$ cat src/rtl/circuito_sweep.sv
// Exhaustive 512-vector sweep of circuito inputs; counts X ones, optional MISR (CIRCUITO_SWEEP_MISR_EN).
// Latency: 512*SETTLE+1 edges from START to DONE; no backpressure, START only sampled in IDLE.
// Outputs are registered; SIG is tied to zero unless CIRCUITO_SWEEP_MISR_EN is defined.
module circuito_sweep #(
  parameter int SETTLE = 2
) (
  input  logic        CLK,
  input  logic        RST_N,
  input  logic        START,
  input  logic        X,
  output logic        A,
  output logic        B,
  output logic        C,
  output logic        D,
  output logic        E,
  output logic        F,
  output logic        G,
  output logic        H,
  output logic        I,
  output logic        BUSY,
  output logic        DONE,
  output logic [9:0]  ONES,
  output logic [15:0] SIG
);

  typedef enum logic [1:0] {IDLE, RUN, FIN} state_t;

  localparam logic [3:0] CNT_LAST = 4'(SETTLE - 1);

  state_t     state;
  logic [8:0] idx;
  logic [8:0] vec;
  logic [3:0] cnt;
  logic       sample;
  logic       accept;

  assign sample = (state == RUN) && (cnt == CNT_LAST);
  assign accept = (state == IDLE) && START;
  assign {A, B, C, D, E, F, G, H, I} = vec;

  always_ff @(posedge CLK or negedge RST_N) begin
    if (!RST_N) begin
      state <= IDLE;
      idx   <= '0;
      vec   <= '0;
      cnt   <= '0;
      BUSY  <= 1'b0;
      DONE  <= 1'b0;
      ONES  <= '0;
    end else begin
      case (state)
        IDLE: begin
          if (START) begin
            idx   <= '0;
            vec   <= '0;
            cnt   <= '0;
            ONES  <= '0;
            BUSY  <= 1'b1;
            state <= RUN;
          end
        end
        RUN: begin
          if (cnt == CNT_LAST) begin
            cnt  <= '0;
            ONES <= ONES + {9'd0, X};
            // Index 511 leaves through FIN; it never wraps inside RUN.
            if (idx == 9'd511) begin
              state <= FIN;
              BUSY  <= 1'b0;
              DONE  <= 1'b1;
              vec   <= '0;
            end else begin
              idx <= idx + 9'd1;
              vec <= idx + 9'd1;
            end
          end else begin
            cnt <= cnt + 4'd1;
          end
        end
        FIN: begin
          DONE  <= 1'b0;
          idx   <= '0;
          state <= IDLE;
        end
        default: begin
          state <= IDLE;
        end
      endcase
    end
  end

`ifdef CIRCUITO_SWEEP_MISR_EN
  logic [15:0] sig_q;

  always_ff @(posedge CLK or negedge RST_N) begin
    if (!RST_N) begin
      sig_q <= '0;
    end else if (accept) begin
      sig_q <= 16'hFFFF;
    end else if (sample) begin
      sig_q <= {sig_q[14:0], sig_q[15] ^ sig_q[13] ^ sig_q[12] ^ sig_q[10] ^ X};
    end
  end

  assign SIG = sig_q;
`else
  logic unused_misr;
  assign unused_misr = accept ^ sample;
  assign SIG = 16'h0000;
`endif

endmodule

$ cat config.mk
export PLATFORM = sky130hd
export DESIGN_NAME = circuito_sweep
export DESIGN_NICKNAME = d
export VERILOG_FILES = /design/src/rtl/circuito_sweep.sv
export SDC_FILE = /design/constraint.sdc
export NUM_CORES = 1
export LEC_CHECK = 0
export CAP_MARGIN = 15
export CORE_MARGIN = 10
export CORE_UTILIZATION = 51
export CTS_CLUSTER_SIZE = 10
export DETAILED_ROUTE_END_ITERATION = 16
export DONT_BUFFER_PORTS = 1
export PLACE_DENSITY = 0.75
export SYNTH_ARGS = -nofsm -noshare
export SYNTH_HDL_FRONTEND = slang
export SYNTH_SLANG_ARGS = --single-unit
$ cat constraint.sdc
create_clock -name CLK -period 7.4 [get_ports CLK]
set_input_delay 1.48 -clock CLK [delete_from_list [all_inputs] [get_ports CLK]]
set_output_delay 1.48 -clock CLK [all_outputs]
set_load 0.03 [all_outputs]
== After elaboration in Yosys (flattened, before gate mapping) ==
Index checks and enable logic that the tools add are counted.
Word-level totals
  bits in registers: 36
  bits of input ports: 4
  word-level logic and storage cells: 52
Operators by class
  $add $sub $neg: 3
  equality and inequality tests: 8
  mux-type cells: 24
  reduce and logical (&&, ||, !) cells: 10
Operators by type and width (number)
  $mux 9: 5
  $pmux 9 s3: 1
  $mux 10: 2
  $pmux 10 s2: 1
  $pmux 9 s2: 1
  $add 10x1->10: 1
  $add 9x1->9 const B: 1
  $eq 9x9->1 const B: 1
  $reduce_and 3->1: 3
  $mux 4: 2
  $pmux 4 s2: 1
  $reduce_and 4->1: 2
  $mux 2: 3
  $mux 1: 5
  $add 4x1->4 const B: 1
  $eq 4x1->1 const B: 1
  $ne 2x1->1 const B: 2
  $ne 2x2->1 const B: 2
  $pmux 1 s2: 2
  $pmux 2 s2: 1
  $reduce_bool 2->1: 2
  $reduce_bool 3->1: 1
  $eq 2x1->1 const B: 1
  $eq 2x2->1 const B: 1
  2 further kinds: 2

== Logic depth before layout (Yosys ltp) ==
Gate-level depths: netlist of the first run.
  word-level depth: 4
  gate-level depth with buffers: 11

== Worst setup path after synthesis of the first run ==
No wires, ideal clock.
  path type: input-to-reg
  start: input port X
  end: register ONES[8]
  arrival: 2544 ps
  setup slack: 4718 ps
  cell stages on the path: 6
  path buffers: 0
  cell sequence: ha_1 > ha_1 > nand4_1 > a2111oi_0 > xnor2_1 > nor2_1
On the way
  word-level cells in the longest chain between the ends: 3
RTL lines
  start: declaration: line 10  | input logic X,
  $add 10x1->10: line 65  | ONES <= ONES + {9'd0, X};
  $mux 10: line 63  | if (cnt == CNT_LAST) begin
  $pmux 10 s2: line 51  | case (state)
  end signal: assignment: line 65
  end: declaration: line 22  | output logic [9:0] ONES,
Every way passes these cells. The select of a mux whose other input is x is not followed.
A chain may end at the register's enable or synchronous reset.

== Final worst setup path of the first run ==
  start: register idx[0]
  end: register idx[4]
On the way
  word-level cells in the longest chain between the ends: 4
  elaborated cells between the ends (all ways): 7
  those cells by class: add/sub: 1; eq/ne: 2; mux: 3; reduce/logical: 1
RTL lines
  start: declaration: line 31  | logic [8:0] idx;
  start signal: assignment: line 73  | idx <= idx + 9'd1;
  $add 9x1->9: line 73
  $mux 9: line 67  | if (idx == 9'd511) begin
  $mux 9: line 63
  $pmux 9 s3: line 51
Several ways; a longest one is shown, not always the timed one. The select of a mux whose other input is x is not followed.

==> reports/results.md, run 1 <==
- **setup repair after global routing missed its margin** no
- **number of buffers added to fix hold violations after cts** 0
- **cell area power density** 311 nW/µm²
- **worst path buffer plus inverter count** 0
- **worst-case setup slack after placement** 4.61 ns
- **Top delay family on crit path** simple AND/OR/NAND/NOR gates
- **clock power share** 27.9%
- **total clock buffers created by CTS** 5
- **dpl hpwl** 2.86 mm
- **clock transition time at the flip-flop clock pins of the worst setup and hold paths** 0.08 ns
- **via/cell ratio** 5.66
- **number of enable flip-flop cells after synthesis** 0
- **Critical Path Slowest Stage Cell** sky130_fd_sc_hd__or3b_1
- **post-route worst setup slack** 4.63 ns
- **ant diodes** 0
- **global-route usage over all layers** 12.7%
- **proportion of power drawn by flip-flops and latches** 49.9%
- **Critical Path, Cell by Cell** ha_1 -> nand3_1 -> nor2_1 -> and3_1 -> ha_1 -> or3b_1 -> a22o_1 -> a21o_1 -> a22o_1
- **worst min-delay path endpoint** cnt[3]
- **minimum clock period** 2.77 ns
- **internal power** 0.000388 W
- **final setup violating endpoints** 0
- **H-tree Lvls** 2
- **number of global-route vias before repair** 1311
- **TritonCTS clock tree** done
- **placed inst area** 1920 µm²
- **fin. max-slew vios** 0
- **required time of the critical path** 7.59 ns
- **sw power** 0.000244 W
- **antenna violations before repair** 0
- **depth of the critical timing path with buffers and inverters included** 9
- **count of unresolved DRC violations after routing** 0
- **number of post-CTS setup repair buffers** 0
- **ys async rst share** 100%
- **core area** 3690 µm²
- **maximum fanout count along the critical path** 8
- **highest cell delay on the worst timing path** 0.45 ns
- **TritonRoute pass-1 iters** 4
- **status** completed
- **fraction of layout instances using a drive strength above 1** 6.25%
- **type of the setup path with the least slack** reg -> reg
- **I/O pin total** 41
- **die span in y** 82.0 µm
- **overall die width** 82.0 µm
- **Max VDD drop** 0.000144 V
- **sequential fraction of the synthesis area** 45.9%
- **wire length reported by the detailed router** 4.00 mm
- **maximum clock insertion buffer count** 2
- **largest cells by area after synthesis** sky130_fd_sc_hd__dfrtp_1, sky130_fd_sc_hd__buf_4, sky130_fd_sc_hd__nand2_1
- **category of the worst setup path capture point** flip-flop
- **worst reg2reg path startpoint** idx[0]
- **reported max-cap violation count** 0
- **Logic pwr share** 22.2%
- **wire length of the first global-routing pass** 6.56 mm
- **cell depth of the worst hold path** 1
- **net count reported at finish** 217
- **post-route cell area** 2030 µm²
- **remaining number of nets flagged by the antenna check after routing** 0
- **worst rel slew slack** 50.6%
- **Crit path arrival time** 2.96 ns
- **sum of negative setup slack** 0 ns
- **largest net degree at the start of global routing** 37
- **fraction of synthesized cell area taken by the top area cell type** 45.9%
- **area of the mapped netlist** 1960 µm²
- **Max Clk Rate** 0.360 GHz
- **post-synthesis sequential element count** 36
- **library cells used by synthesis** 40
- **Die ar.** 6720 µm²
- **average wire per cell in the routed design** 15.6 µm
- **total number of vias** 1449
- **switching power share of the total** 38.6%
- **Synth Warn #** 0
- **PortBufs** 0
- **CTS Sinks** 36
- **Fin Clk Skew** 0.0115 ns
- **initial core utilization** 53.2%
- **Cells after Synth** 207
- **FF-to-FF setup slack** 4.63 ns
- **Static Leak** 0.912 nW
- **clock insertion delay at the later pin of the skew report** 0.30 ns
- **biggest area consumer among synthesized cells** sky130_fd_sc_hd__dfrtp_1
- **predominant post-synthesis flop cell** sky130_fd_sc_hd__dfrtp_1
- **part of the cycle the worst path needs** 37.5%
- **FF-to-FF End** idx[4]
- **transition time at the pin with the least slew margin** 0.740 ns
- **relative area change from synthesis to final layout** 3.57%
- **First DRT Iteration DRCs** 96
- **hold_sp** cnt[3]
- **average instance area after synthesis** 9.47 µm²
- **final number of hold-violating endpoints** 0
- **global-route congestion overflow total** 0
- **CTS root buf** sky130_fd_sc_hd__clkbuf_8
- **number of gates resized after cts** 0
- **GP Congestion** 0.793
- **Critical Path Start Type** flip-flop
- **num rows** 22
- **Worst Reg-to-Reg Cells** 9
- **worst hold path type** reg -> reg
==> cell usage after synthesis, types with 4 or more instances <==
library cell	count
sky130_fd_sc_hd__a21o_1	5
sky130_fd_sc_hd__a21oi_1	8
sky130_fd_sc_hd__a22o_1	5
sky130_fd_sc_hd__buf_4	16
sky130_fd_sc_hd__dfrtp_1	36
sky130_fd_sc_hd__ha_1	6
sky130_fd_sc_hd__inv_1	7
sky130_fd_sc_hd__nand2_1	25
sky130_fd_sc_hd__nand3_1	11
sky130_fd_sc_hd__nor2_1	11
sky130_fd_sc_hd__o21ai_0	9
sky130_fd_sc_hd__o21ai_1	10
sky130_fd_sc_hd__o31ai_1	4
sky130_fd_sc_hd__xnor2_1	7
==> flip-flops by register name, summed over array words and instances, names as in the netlist <==
| signal | cells |
|---|---|
| vec | 9 |
| cnt | 4 |
| state | 2 |
| ONES | 10 |
| idx | 9 |
| DONE | 1 |
| BUSY | 1 |
==> power by group through the flow <==
stage | registers, W | logic [W] | clock network, W
CTS | 0.000316 | 0.000140 | 0.000176
finish | 0.000315 | 0.000140 | 0.000176
global route | 0.000323 | 0.000159 | 0.000190
global placement | 0.000318 | 0.000137 | 0
floorplan | 0.000307 | 0.000130 | 0
detailed placement | 0.000320 | 0.000140 | 0
==> how the worst max path moves through the flow <==
stage	from	slack, ns	endpoint
final	idx[0]	4.63	idx[4]
after global routing	idx[0]	4.44	idx[5]
after CTS	idx[0]	4.63	idx[4]
after detailed placement	X	4.61	ONES[8]
after global placement	X	4.65	ONES[8]
after floorplan	X	4.72	ONES[8]
==> layout by cell type, fill, tap and decap left out, types with 6 or more instances in the layout <==
master,count
sky130_fd_sc_hd__a21oi_1,8
sky130_fd_sc_hd__conb_1,16
sky130_fd_sc_hd__dfrtp_1,36
sky130_fd_sc_hd__ha_1,6
sky130_fd_sc_hd__inv_1,7
sky130_fd_sc_hd__nand2_1,25
sky130_fd_sc_hd__nand3_1,11
sky130_fd_sc_hd__nor2_1,11
sky130_fd_sc_hd__o21ai_0,9
sky130_fd_sc_hd__o21ai_1,10
sky130_fd_sc_hd__xnor2_1,7
==> kinds of logic (layout without fill, tap and decap cells) <==
group / after synthesis / count (layout) / share of synthesized area, %
adder cells (fa/ha/maj): 6 / 6 / 3.83
flip-flops: 36 / 36 / 45.9
AND/OR/NAND/NOR: 73 / 73 / 19.5
AO/OA/AOI/OAI: 52 / 52 / 16.7
other: 1 / 16 / 0.191
buffers and inverters: 29 / 15 / 9.38
XOR/XNOR: 10 / 10 / 4.47
==> layout make-up <==
| type | instances | area [µm²] |
|---|---|---|
| tap | 48 | 60.1 |
| clock inverter | 3 | 42.5 |
| sequential | 36 | 901 |
| multi-input combinational | 157 | 932 |
| inverter | 7 | 26.3 |
| clock buffer | 5 | 68.8 |
| fill | 334 | 1660 |
==> metrics by stage <==
stage / hold slack, ns / total power, W / utilization [%] / instances
after floorplan: 0.483 / 0.000437 / - / 222
after global placement: 0.524 / 0.000456 / 52.0 / 248
after detailed placement: 0.527 / 0.000460 / 52.0 / 248
after CTS: 0.539 / 0.000633 / 55.1 / 256
after global routing: 0.576 / 0.000671 / 55.1 / 256
final: 0.539 / 0.000632 / 55.1 / 256
==> layer usage <==
metal	part of all wire (%)	vias to the layer above	GRT usage, %	wire length [µm]
met3	11	6	6.44	421
met2	43	45	17.6	1710
met5	0	-	0	0
met1	45	691	16.5	1800
met4	1.6	0	5.10	65
li1	-	707	-	-
Power figures use the tool's default switching activity.
==> run 2: changes to the inputs <==
==> constraint.sdc (replaced) <==
create_clock -name CLK -period 2.6 [get_ports CLK]
set_input_delay 0.52 -clock CLK [delete_from_list [all_inputs] [get_ports CLK]]
set_output_delay 0.52 -clock CLK [all_outputs]
set_load 0.03 [all_outputs]
==> reports/results.md, run 2 (synthesis results as in run 1) <==
- **status** completed, unchanged
- **CTS Sinks** 36, unchanged
- **global-route usage over all layers** 12.6%, was 12.7%
- **worst hold slack across all endpoints** 0.0575 ns, was 0.539 ns
- **placed inst area** 1960 µm², was 1920 µm²
- **cell area power density** 826 nW/µm², was 311 nW/µm²
- **First DRT Iteration DRCs** 122, was 96
- **number of post-CTS setup repair buffers** 0, unchanged
- **maximum clock insertion buffer count** 2, unchanged
- **worst rel slew slack** 62.6%, was 50.6%
- **num rows** 22, unchanged
- **Fin Clk Skew** 0.0129 ns, was 0.0115 ns
- **register with the highest flop count** ONES, unchanged
- **category of the worst setup path capture point** flip-flop, unchanged
- **die span in y** 82.0 µm, unchanged
- **via/cell ratio** 5.47, was 5.66
- **H-tree Lvls** 2, unchanged
- **CTS root buf** sky130_fd_sc_hd__clkbuf_8, unchanged
- **clock insertion delay at the later pin of the skew report** 0.28 ns, was 0.30 ns
- **count of fill cells added during filler insertion** 338, was 334
- **most common cell after layout, fill and taps aside** sky130_fd_sc_hd__dfrtp_1, unchanged
- **Static Leak** 0.933 nW, was 0.912 nW
- **required time of the critical path** 2.81 ns, was 7.59 ns
- **max FFs per register** 10, unchanged
- **overall die width** 82.0 µm, unchanged
- **total clock buffers created by CTS** 5, unchanged
- **reported max-cap violation count** 0, unchanged
- **top library cells by usage in the layout, fill and taps aside** sky130_fd_sc_hd__dfrtp_1, sky130_fd_sc_hd__nand2_1, sky130_fd_sc_hd__conb_1, sky130_fd_sc_hd__nand3_1, sky130_fd_sc_hd__nor2_1, unchanged
- **PortBufs** 0, unchanged
- **fraction of layout instances using a drive strength above 1** 9.81%, was 6.25%
- **transition time at the pin with the least slew margin** 0.558 ns, was 0.740 ns
- **remaining number of nets flagged by the antenna check after routing** 0, unchanged
- **Post-Route Utilization** 56.1%, was 55.1%
- **Critical Path Start Type** flip-flop, unchanged
- **count of unresolved DRC violations after routing** 0, unchanged
- **I/O pin total** 41, unchanged
- **source of the critical timing path** idx[1], was idx[0]
- **TritonRoute pass-1 iters** 4, unchanged
- **maximum fanout count along the critical path** 12, was 8
- **sum of negative setup slack** 0 ns, unchanged
- **minimum clock period** 2.41 ns, was 2.77 ns
- **clock transition time at the flip-flop clock pins of the worst setup and hold paths** 0.07 ns, was 0.08 ns
- **relative area change from synthesis to final layout** 5.49%, was 3.57%
- **Die ar.** 6720 µm², unchanged
- **final setup violating endpoints** 0, unchanged
- **net count reported at finish** 224, was 217
- **total number of vias** 1433, was 1449
- **TritonCTS clock tree** done, unchanged
- **worst hold path type** in -> async, was reg -> reg
- **worst reg2reg path startpoint** idx[1], was idx[0]
- **fin. max-slew vios** 0, unchanged
- **largest registers** ONES: 10 flops, idx: 9 flops, vec: 9 flops, unchanged
- **number of standard cells in the final layout excluding fillers** 262, was 256
- **antenna violations before repair** 0, unchanged
- **part of the cycle the worst path needs** 92.7%, was 37.5%
- **core area** 3690 µm², unchanged
- **setup repair after global routing missed its margin** no, unchanged
- **Max VDD drop** 0.000434 V, was 0.000144 V
- **number of global-route vias before repair** 1380, was 1311
- **initial core utilization** 53.2%, unchanged
- **Crit path arrival time** 2.62 ns, was 2.96 ns
- **Max Clk Rate** 0.415 GHz, was 0.360 GHz
- **wire length reported by the detailed router** 3.91 mm, was 4.00 mm
- **largest net degree at the start of global routing** 37, unchanged
- **type of the setup path with the least slack** reg -> reg, unchanged
- **GP Congestion** 0.818, was 0.793
- **wire length of the first global-routing pass** 6.71 mm, was 6.56 mm
- **final number of hold-violating endpoints** 0, unchanged
- **global-route congestion overflow total** 0, unchanged
- **average wire per cell in the routed design** 14.9 µm, was 15.6 µm
- **post-route cell area** 2070 µm², was 2030 µm²
- **ant diodes** 0, unchanged
- **dpl hpwl** 2.92 mm, was 2.86 mm
- **placed cell count** 254, was 248
[run 2: cell count changes in the layout (fill, tap and decap cells not counted), sizes merged]
cell	before	now
bufinv	1	0
buf	0	7
clkbuf	5	6
clkinvlp	1	0
[run 2: final cells by class]
cell class	instances	area [µm²]	share of cell area, %
repair buffers	7	65.1	3.15
flip-flops and latches	36	901	43.6
clock buffers	6	72.6	3.51
inverters	7	26.3	1.27
multi-input cells	157	938	45.4
clock inverters	1	5.00	0.242
well taps	48	60.1	2.90
[run 2: worst paths after layout]
| check | slack, ns | depth (start not counted) | end |
|---|---|---|---|
| hold / removal | 0.06 | 1 | ONES[3] |
| setup / recovery | 0.19 | 9 | idx[7] |
| hold reg to reg | 0.55 | 1 | cnt[3] |
| setup reg to reg | 0.19 | 9 | idx[7] |
| min in group CLK | 0.44 | 2 | BUSY |
| max in group asynchronous | 2.35 | 1 | idx[1] |
[run 2: routing by layer]
layer	vias up	GRT usage (%)	routed length [µm]
li1	707	-	-
met1	676	16.7	1730
met2	47	18.2	1750
met3	3	5.24	410
met4	0	4.08	16
met5	-	0	0
[run 2: per-stage QoR]
| step | worst slack [ns] | total power [W] |
|---|---|---|
| global route | 0.0362 | 0.00184 |
| finish | 0.190 | 0.00171 |
| floorplan | 0.0569 | 0.00124 |
| CTS | 0.0994 | 0.00172 |
| detailed placement | 0.104 | 0.00135 |
| global placement | 0.171 | 0.00133 |
[run 2: timing repair]
action,in CTS,in global routing
setup endpoints to repair,0,6
hold buffers,1,0
hold endpoints to repair,36,0
gates resized for setup,0,3
[run 2: worst max-delay path, stage by stage (launching register included)]
cell and delay [ns]:
sky130_fd_sc_hd__dfrtp_1 0.40, sky130_fd_sc_hd__ha_2 0.21, sky130_fd_sc_hd__nand3_1 0.11, sky130_fd_sc_hd__nor2_1 0.06
sky130_fd_sc_hd__and3_1 0.19, sky130_fd_sc_hd__ha_1 0.23, sky130_fd_sc_hd__or3b_4 0.42, sky130_fd_sc_hd__or2_4 0.30
sky130_fd_sc_hd__or3_1 0.35, sky130_fd_sc_hd__o21ai_1 0.08
[run 2: report_power, final]
group / internal, W / switching, W
combinational: 0.000189 / 0.000292
sequential: 0.000666 / 0.000200
clock: 0.000182 / 0.000180
total: 0.00104 / 0.000672
